## src/rtl/stall_absorbing_fifo_pkg.sv

```systemverilog
// Shared helpers for the stall-absorbing FIFO: almostFull threshold and
// the legality rule for the producer round-trip latency.
package stall_absorbing_fifo_pkg;

  function automatic int unsigned almostFullThreshold(input int unsigned depthLog2,
                                                      input int unsigned pipeLatency);
    return (32'd1 << depthLog2) - pipeLatency;
  endfunction

  // In-flight words must fit below capacity with margin for the output register.
  function automatic bit pipeLatencyLegal(input int unsigned depthLog2,
                                          input int unsigned pipeLatency);
    return (pipeLatency + 32'd2) <= (32'd1 << depthLog2);
  endfunction

endpackage

```

## src/rtl/stall_absorbing_fifo_if.sv

```systemverilog
// Producer-side valid/data plus consumer-side valid/ready bundle of the FIFO.
interface stall_absorbing_fifo_if #(
  parameter int unsigned WIDTH      = 32,
  parameter int unsigned DEPTH_LOG2 = 5
);
  logic                  writeValid;
  logic [WIDTH-1:0]      writeData;
  logic                  almostFull;
  logic                  readValid;
  logic [WIDTH-1:0]      readData;
  logic                  readReady;
  logic [DEPTH_LOG2:0]   count;
  logic                  overflowError;

  modport master (
    output writeValid, writeData, readReady,
    input  almostFull, readValid, readData, count, overflowError
  );

  modport slave (
    input  writeValid, writeData, readReady,
    output almostFull, readValid, readData, count, overflowError
  );
endinterface

```

## src/rtl/stall_absorbing_fifo_dualport_storage.sv

```systemverilog
// Simple dual-port storage array: synchronous write, asynchronous read.
// Kept free of reset and control so it maps onto distributed RAM.
module stall_absorbing_fifo_dualport_storage #(
  parameter int unsigned WIDTH      = 32,
  parameter int unsigned ADDR_WIDTH = 5
) (
  input  logic                  clk,
  input  logic                  writeEnable,
  input  logic [ADDR_WIDTH-1:0] writeAddr,
  input  logic [WIDTH-1:0]      dataIn,
  input  logic [ADDR_WIDTH-1:0] readAddr,
  output logic [WIDTH-1:0]      dataOut
);
  localparam int unsigned DEPTH = 1 << ADDR_WIDTH;

  logic [WIDTH-1:0] mem [DEPTH];

  always_ff @(posedge clk) begin
    if (writeEnable) begin
      mem[writeAddr] <= dataIn;
    end
  end

  assign dataOut = mem[readAddr];
endmodule

```

## src/rtl/stall_absorbing_fifo.sv

```systemverilog
// Absorbs a non-stallable valid/data hyperpipe into a valid/ready stream,
// raising a registered almostFull early enough to cover in-flight writes.
module stall_absorbing_fifo
  import stall_absorbing_fifo_pkg::*;
#(
  parameter int unsigned WIDTH        = 32,
  parameter int unsigned DEPTH_LOG2   = 5,
  parameter int unsigned PIPE_LATENCY = 4
) (
  input logic                  clk,
  input logic                  rst,
  stall_absorbing_fifo_if.slave bus
);
  localparam int unsigned DEPTH     = 1 << DEPTH_LOG2;
  localparam int unsigned PW        = DEPTH_LOG2 + 1;
  localparam int unsigned THRESHOLD = almostFullThreshold(DEPTH_LOG2, PIPE_LATENCY);

  if (!pipeLatencyLegal(DEPTH_LOG2, PIPE_LATENCY)) begin : g_bad_pipe_latency
    $error("stall_absorbing_fifo: PIPE_LATENCY must not exceed DEPTH-2");
  end

  logic [PW-1:0]    wr_ptr;
  logic [PW-1:0]    rd_ptr;
  logic [PW-1:0]    mem_count;
  logic [PW-1:0]    count_q;
  logic [PW-1:0]    count_next;
  logic             read_valid_q;
  logic [WIDTH-1:0] read_data_q;
  logic             almost_full_q;
  logic             overflow_q;
  logic             pop;
  logic             load;
  logic             accept;
  logic [WIDTH-1:0] mem_rd_data;

  // Extra pointer MSB separates full from empty; subtraction wraps naturally.
  always_comb begin
    mem_count  = wr_ptr - rd_ptr;
    pop        = read_valid_q & bus.readReady;
    load       = (mem_count != '0) & (~read_valid_q | pop);
    accept     = bus.writeValid & ((mem_count < PW'(DEPTH)) | load);
    count_next = count_q + PW'(accept) - PW'(pop);
  end

  always_ff @(posedge clk) begin
    if (rst) begin
      wr_ptr        <= '0;
      rd_ptr        <= '0;
      count_q       <= '0;
      read_valid_q  <= 1'b0;
      almost_full_q <= 1'b0;
      overflow_q    <= 1'b0;
    end else begin
      if (accept) begin
        wr_ptr <= wr_ptr + PW'(1);
      end
      if (load) begin
        rd_ptr       <= rd_ptr + PW'(1);
        read_valid_q <= 1'b1;
      end else if (pop) begin
        read_valid_q <= 1'b0;
      end
      count_q       <= count_next;
      almost_full_q <= (count_next >= PW'(THRESHOLD));
      if (bus.writeValid && !accept) begin
        overflow_q <= 1'b1;
      end
    end
  end

  // Output data register carries no reset; readValid qualifies it.
  always_ff @(posedge clk) begin
    if (!rst && load) begin
      read_data_q <= mem_rd_data;
    end
  end

  stall_absorbing_fifo_dualport_storage #(
    .WIDTH      (WIDTH),
    .ADDR_WIDTH (DEPTH_LOG2)
  ) u_storage (
    .clk         (clk),
    .writeEnable (accept & ~rst),
    .writeAddr   (wr_ptr[DEPTH_LOG2-1:0]),
    .dataIn      (bus.writeData),
    .readAddr    (rd_ptr[DEPTH_LOG2-1:0]),
    .dataOut     (mem_rd_data)
  );

  assign bus.readValid     = read_valid_q;
  assign bus.readData      = read_data_q;
  assign bus.count         = count_q;
  assign bus.almostFull    = almost_full_q;
  assign bus.overflowError = overflow_q;
endmodule

```

## src/flat_wrapper.sv

```systemverilog
// flat-port wrapper written by rule: the top's interface ports become plain ports
module stall_absorbing_fifo_flat import stall_absorbing_fifo_pkg::*;
#(
  parameter int unsigned WIDTH        = 32,
  parameter int unsigned DEPTH_LOG2   = 5,
  parameter int unsigned PIPE_LATENCY = 4
)
  (clk, rst, bus_writeValid, bus_writeData, bus_readReady, bus_almostFull, bus_readValid, bus_readData, bus_count, bus_overflowError);
  stall_absorbing_fifo_if #(.WIDTH(WIDTH), .DEPTH_LOG2(DEPTH_LOG2)) bus_i ();
  input logic clk;
  input logic rst;
  input wire logic [$bits(bus_i.writeValid)-1:0] bus_writeValid;
  input wire logic [$bits(bus_i.writeData)-1:0] bus_writeData;
  input wire logic [$bits(bus_i.readReady)-1:0] bus_readReady;
  output wire logic [$bits(bus_i.almostFull)-1:0] bus_almostFull;
  output wire logic [$bits(bus_i.readValid)-1:0] bus_readValid;
  output wire logic [$bits(bus_i.readData)-1:0] bus_readData;
  output wire logic [$bits(bus_i.count)-1:0] bus_count;
  output wire logic [$bits(bus_i.overflowError)-1:0] bus_overflowError;
  assign bus_i.writeValid = bus_writeValid;
  assign bus_i.writeData = bus_writeData;
  assign bus_i.readReady = bus_readReady;
  assign bus_almostFull = bus_i.almostFull;
  assign bus_readValid = bus_i.readValid;
  assign bus_readData = bus_i.readData;
  assign bus_count = bus_i.count;
  assign bus_overflowError = bus_i.overflowError;
  stall_absorbing_fifo #(.WIDTH(WIDTH), .DEPTH_LOG2(DEPTH_LOG2), .PIPE_LATENCY(PIPE_LATENCY)) u_core (.clk(clk), .rst(rst), .bus(bus_i));
endmodule
```

## config.mk

```make
export PLATFORM = sky130hd
export DESIGN_NAME = stall_absorbing_fifo_flat
export DESIGN_NICKNAME = d
export VERILOG_FILES = /design/src/rtl/stall_absorbing_fifo_pkg.sv /design/src/rtl/stall_absorbing_fifo_if.sv /design/src/rtl/stall_absorbing_fifo_dualport_storage.sv /design/src/rtl/stall_absorbing_fifo.sv /design/src/flat_wrapper.sv
export SDC_FILE = /design/constraint.sdc
export NUM_CORES = 1
export LEC_CHECK = 0
export BUFFER_PORTS_ARGS = -buffer_cell sky130_fd_sc_hd__buf_2
export CORE_UTILIZATION = 55
export CTS_BUF_LIST = sky130_fd_sc_hd__clkbuf_4 sky130_fd_sc_hd__clkbuf_8 sky130_fd_sc_hd__clkbuf_16
export DETAILED_ROUTE_END_ITERATION = 10
export PLACE_DENSITY = 0.81
export SYNTH_ARGS = -nofsm -noshare
export SYNTH_HDL_FRONTEND = slang
export SYNTH_HIERARCHICAL = 1
export SYNTH_SLANG_ARGS = --single-unit
```

## constraint.sdc

```tcl
create_clock -name clk -period 7.5 [get_ports clk]
set_clock_uncertainty 0.2 [all_clocks]
set_input_delay 1.5 -clock clk [delete_from_list [all_inputs] [get_ports clk]]
set_output_delay 1.5 -clock clk [all_outputs]
set_load 0.005 [all_outputs]
```

=== After elaboration in Yosys (flattened, before gate mapping) ===
Memories as Yosys holds them, arrays and structs flattened. A register that Yosys moved wholly into a read port is not among the register bits.
Index checks and enable logic that the tools add are counted.

* Register bits: 21
* RAM bits: 1024
* Bits of input ports: 36
* Memories kept: 1

{| class="wikitable"
|+ Memory list
! name !! words !! bits a word !! read ports !! clocked after memory_dff !! wr ports !! RTL line !! RTL
|-
| u_core.u_storage.mem || 32 || 32 || 1 || 1 || 1 || stall_absorbing_fifo_dualport_storage.sv:16 || <nowiki>logic [WIDTH-1:0] mem [DEPTH];</nowiki>
|}

* Add/subtract/negate cells: 5
* Order comparisons: 2
* Muxes and demuxes: 4
* Bitwise logic cells: 8
* Reductions and logical operators: 6

{| class="wikitable"
|+ Operator list
! cell !! count
|-
| $add 6x1->6 const B || 2
|-
| $add 6x1->6 || 1
|-
| $ge 6x5->1 const B || 1
|-
| $lt 6x6->1 const B || 1
|-
| $reduce_bool 6->1 || 1
|-
| $sub 6x1->6 || 1
|-
| $sub 6x6->6 || 1
|-
| $and 1x1->1 || 4
|-
| $mux 1 || 4
|-
| $logic_and 1x1->1 || 2
|-
| $logic_not 1->1 || 2
|-
| $not 1->1 || 2
|-
| $or 1x1->1 || 2
|-
| $reduce_bool 2->1 || 1
|}

=== Depth between registers and ports, before layout ===
* Depth in word-level cells: 8
* Depth in mapped cells: 17

=== Modules after synthesis ===
The synthesis kept the hierarchy.

{| class="wikitable"
|+ By module, submodules not included
! module !! instances !! cells an instance !! area an instance (um2)
|-
| stall_absorbing_fifo_dualport_storage || 1 || 2228 || 39844.5
|-
| stall_absorbing_fifo || 1 || 175 || 2218.4
|}

=== Worst setup path before layout ===
OpenSTA, ideal clock, no wires.

* Path type: input to register
* Start: input port bus_readReady
* End: memory u_core.u_storage.mem[28][0], enable pin
* Library setup time: 0.421 ns
* Arrival time: 4.175 ns
* Required time: 6.879 ns
* Setup slack: 2.703 ns
* Cell stages on the path: 8
* Cells stage by stage: nor2b_1 -> clkbuf_1 -> a31o_1 -> buf_6 -> nor2_1 -> or3b_2 -> clkbuf_1 -> nor2_1

* Longest elaborated chain between the ends: 8

{| class="wikitable"
|+ RTL lines
! what !! RTL line !! RTL
|-
| from (decl) || flat_wrapper.sv:14 || <nowiki>input wire logic [$bits(bus_i.readReady)-1:0] bus_readReady;</nowiki>
|-
| $and 1x1->1 || stall_absorbing_fifo.sv:39 || <nowiki>pop = read_valid_q & bus.readReady;</nowiki>
|-
| $or 1x1->1 || stall_absorbing_fifo.sv:40 || <nowiki>load = (mem_count != '0) & (~read_valid_q | pop);</nowiki>
|-
| $and 1x1->1 || stall_absorbing_fifo.sv:40 ||
|-
| $or 1x1->1 || stall_absorbing_fifo.sv:41 || <nowiki>accept = bus.writeValid & ((mem_count < PW'(DEPTH)) | load);</nowiki>
|-
| $and 1x1->1 || stall_absorbing_fifo.sv:41 ||
|-
| $and 1x1->1 || stall_absorbing_fifo.sv:83 || <nowiki>.writeEnable (accept & ~rst),</nowiki>
|-
| $mux 1 || stall_absorbing_fifo_dualport_storage.sv:19 || <nowiki>if (writeEnable) begin</nowiki>
|-
| $mux 1 (implied by the code) || stall_absorbing_fifo_dualport_storage.sv:20 || <nowiki>mem[writeAddr] <= dataIn;</nowiki>
|-
| to (decl) || stall_absorbing_fifo_dualport_storage.sv:16 ||
|}

Every way passes these cells.

=== Worst setup path after layout ===
* Start: register u_core.rd_ptr[0]
* End: memory u_core.u_storage.mem[14][31], enable pin

* Longest elaborated chain between the ends: 8

{| class="wikitable"
|+ RTL lines
! what !! RTL line !! RTL
|-
| from (decl) || stall_absorbing_fifo.sv:23 || <nowiki>logic [PW-1:0] rd_ptr;</nowiki>
|-
| from (signal assigned) || stall_absorbing_fifo.sv:58 || <nowiki>rd_ptr <= rd_ptr + PW'(1);</nowiki>
|-
| $sub 6x6->6 (*) || stall_absorbing_fifo.sv:38 || <nowiki>mem_count = wr_ptr - rd_ptr;</nowiki>
|-
| branches (longest 2 deep; another with $lt 6x6->1) || n/a ||
|-
| $or 1x1->1 (*) || stall_absorbing_fifo.sv:41 ||
|-
| $and 1x1->1 (*) || stall_absorbing_fifo.sv:41 ||
|-
| $and 1x1->1 (*) || stall_absorbing_fifo.sv:83 ||
|-
| $mux 1 (*) || stall_absorbing_fifo_dualport_storage.sv:19 ||
|-
| $mux 1 (implied by the code) (*) || stall_absorbing_fifo_dualport_storage.sv:20 ||
|}

Every way passes the cells marked *.

==> impl_metrics.ini <==
[detailed_routing]
postRouteAntennaNets = 0
avgRoutedWirePerCell_um = 26.2
dr_total_vias = 22200
first_pass_iters = 7
wl_mm = 92.3
route.detailed.drc = 0
vias_per_cell = 6.28
initialDrtViolationCount = 2504

[critical_path]
cp.required_ns = 7.57
end_kind = flip-flop
crit_family = simple AND/OR/NAND/NOR gates
crit_slowest_cell = nor2_4
path_buf_inv = 0
crit_type = flip-flop to flip-flop
worstPathMaxFanout = 50
path_cells = ha_1 -> nor2b_1 -> o2111a_1 -> or3_4 -> a31o_1 -> nor2_1 -> nand3b_1 -> nor2_4
cpPeakStageDelay_ns = 1.25
cp-start-kind = flip-flop
worstPathArrival_ns = 5.26

[global_route]
grt_usage_pct = 23.6
grt_pass1_vias = 21800
gr-total-overflow = 0
grt_antenna_before_repair = 4
grt_max_degree = 129
grt_first_pass_wirelength_mm = 135

[pwr]
internal_power_mw = 11.1
seqPwrFrac_pct = 44.3
swShare_pct = 29.0
p_sw_mw = 4.55
power_density_nw_per_um2 = 336
power_frac_comb_pct = 23.3
fin_total_pwr_mw = 15.7
p_clk_share_pct = 32.3
p_leak_nw = 15.2
peakVddDrop_v = 0.000225

[sta]
fin_setup_tns_ns = 0
hold_viol = 0
relSlewSlack_pct = 19.7
fmax_mhz = 193
finalCriticalPeriod_ns = 5.19
post-route-period-util_pct = 69.2
worstMarginPinSlew_ns = 1.20
grt_setup_unrepaired = no
setup_viol_count_final = 0
drv_slew = 0

[clock_network]
cts_setup_buffers = 0
insertion_delay_ns = 0.67
ctsResizeCount = 0
clockBufferDepth = 3
cts-buffers-inserted = 103
cts-hold-fix-buffers = 0
htreeDepth = 3
clk_root_buffer_cell = clkbuf_16
cts_tree = built
cts_num_sinks = 1077
clk_pin_slew_ns = 0.06

[yosys]
ys_ff_latch = 1077
ys_seq_area_share_pct = 76.4
yosysTopAreaCellShare_pct = 75.4
yosysWarnings = 6
netlist_top_cells_count = edfxtp_1 (1056), mux2i_1 (514), a21oi_1 (108), nand2_1 (102), nand3_1 (100)
synth_fp_nets = 2454
synth_flop_cell = edfxtp_1
synth_top_area_cell = edfxtp_1
ys_top_cells_by_area = edfxtp_1 (75%), mux2i_1 (12%), a22oi_1 (1.7%)
synthArstFlopShare_pct = 0
syn_area_per_cell_um2 = 17.5
synth.most_common_cell = edfxtp_1
synth_edf_count = 1056
synthesis.instances = 2403
synth_area_um2 = 42100
yosysUniqueCellTypes = 45

[floorplan]
die_w_um = 279
io_pins = 77
die_h_um = 279
coreArea_um2 = 75800
fp-row-count = 101
die_area_um2 = 77600
start_util_pct = 55.5

[min_path]
hp-class = flip-flop to flip-flop

[placed_design]
port_buffers = 76
gp_congestion = 0.886
dp_hpwl_mm = 53.8

[flow_run]
cap_violations = 0

[status]
status = completed

[final_layout]
antenna_cells = 0
final_nets = 2520
area_delta_synth_final_pct = 10.9
drive_above_1_share_pct = 12.0
fillers = 5150
[layout make-up]
type / count / area [um2] / share of cell area [%]
flip-flops and latches: 1077 / 32100 / 68.9
clock buffers: 130 / 2800 / 6.00
clock inverters: 55 / 526 / 1.13
well taps: 978 / 1220 / 2.62
inverters: 14 / 52.6 / 0.113
repair buffers: 93 / 520 / 1.12
multi-input cells: 1180 / 9370 / 20.1
[metal layers]
metal	global-route usage, %	wire length (um)	vias to the layer above
met5	0	24	-
met4	8.02	2840	4
met3	5.68	9040	172
met2	36.8	43900	1113
met1	32.8	36600	11200
li1	-	-	9623
[final timing paths]
path	slack, ns	start	end	depth (start not counted)
min reg2reg	0.29	u_core/bus.overflowError	u_core/bus.overflowError	2
max	2.31	u_core/rd_ptr[0]	u_core/u_storage/mem[14][31]	8
min	0.29	u_core/bus.overflowError	u_core/bus.overflowError	2
max reg2reg	2.31	u_core/rd_ptr[0]	u_core/u_storage/mem[14][31]	8
[per-stage QoR]
stage	area, um2	instances	util [%]	setup slack, ns	hold slack [ns]
3_3_place_gp	43300	3342	57.1	2.49	0.272
4_1_cts	46600	3527	61.5	2.37	0.300
5_1_grt	46600	3527	61.5	2.15	0.339
6_report	46600	3527	61.5	2.31	0.290
2_1_floorplan	42100	2403	-	2.70	0.265
3_5_place_dp	43300	3342	57.1	2.39	0.278
[flip-flops by register name (all words and copies together) (netlist names)]
name and flops:
u_core/bus.readValid 1, u_core/wr_ptr 6, u_core/rd_ptr 6, u_core/bus.almostFull 1, u_core/bus.overflowError 1, u_core/bus.count 6, u_core/u_storage/mem 1024, u_core/bus.readData 32
[power by group through the flow]
| stage | clock network [mW] | registers, mW | logic (mW) |
|---|---|---|---|
| after detailed placement | 0 | 7.08 | 3.59 |
| after floorplan | 0 | 7.00 | 2.59 |
| final | 5.07 | 6.95 | 3.65 |
| after global placement | 0 | 7.07 | 3.52 |
| after global routing | 5.36 | 6.96 | 3.86 |
| after CTS | 5.13 | 6.95 | 3.61 |
[worst min-delay path, delay by kind of cell, from the launching register on]
family	cells	cell delay [ns]
flops	1	0.33
simple gates	1	0.07
compound gates	1	0.05
[cells by family after synthesis]
group	after synthesis	synth area share [%]
adders and majority gates	15	0.482
muxes	514	12.2
xor gates and xnor gates	11	0.229
buffers and inverters	146	1.98
AOI/OAI and AO/OA	323	5.18
DFF	1077	76.4
and+or+nand+nor	317	3.51
[placed cells by master, fill, tap and decap left out, drive strengths merged, types with 2 or more instances in the layout]
cell type and count:
edfxtp 1056, mux2i 514, clkbuf 130, a21oi 108, nand2 102, nand3 100, a22oi 96, buf 93
a22o 64, nor2 46, clkinv 38, a31oi 35, nor3 33, dfxtp 21, inv 20, ha 13
xnor2 9, bufinv 8, o21ai 8, or3 8, nand3b 6, nor2b 6, a21o 4, clkinvlp 3
or3b 3, nand2b 3, xor2 2, nand4 2, or4 2, fa 2, and2 2
Note: power is estimated with default switching activity, not from simulation.
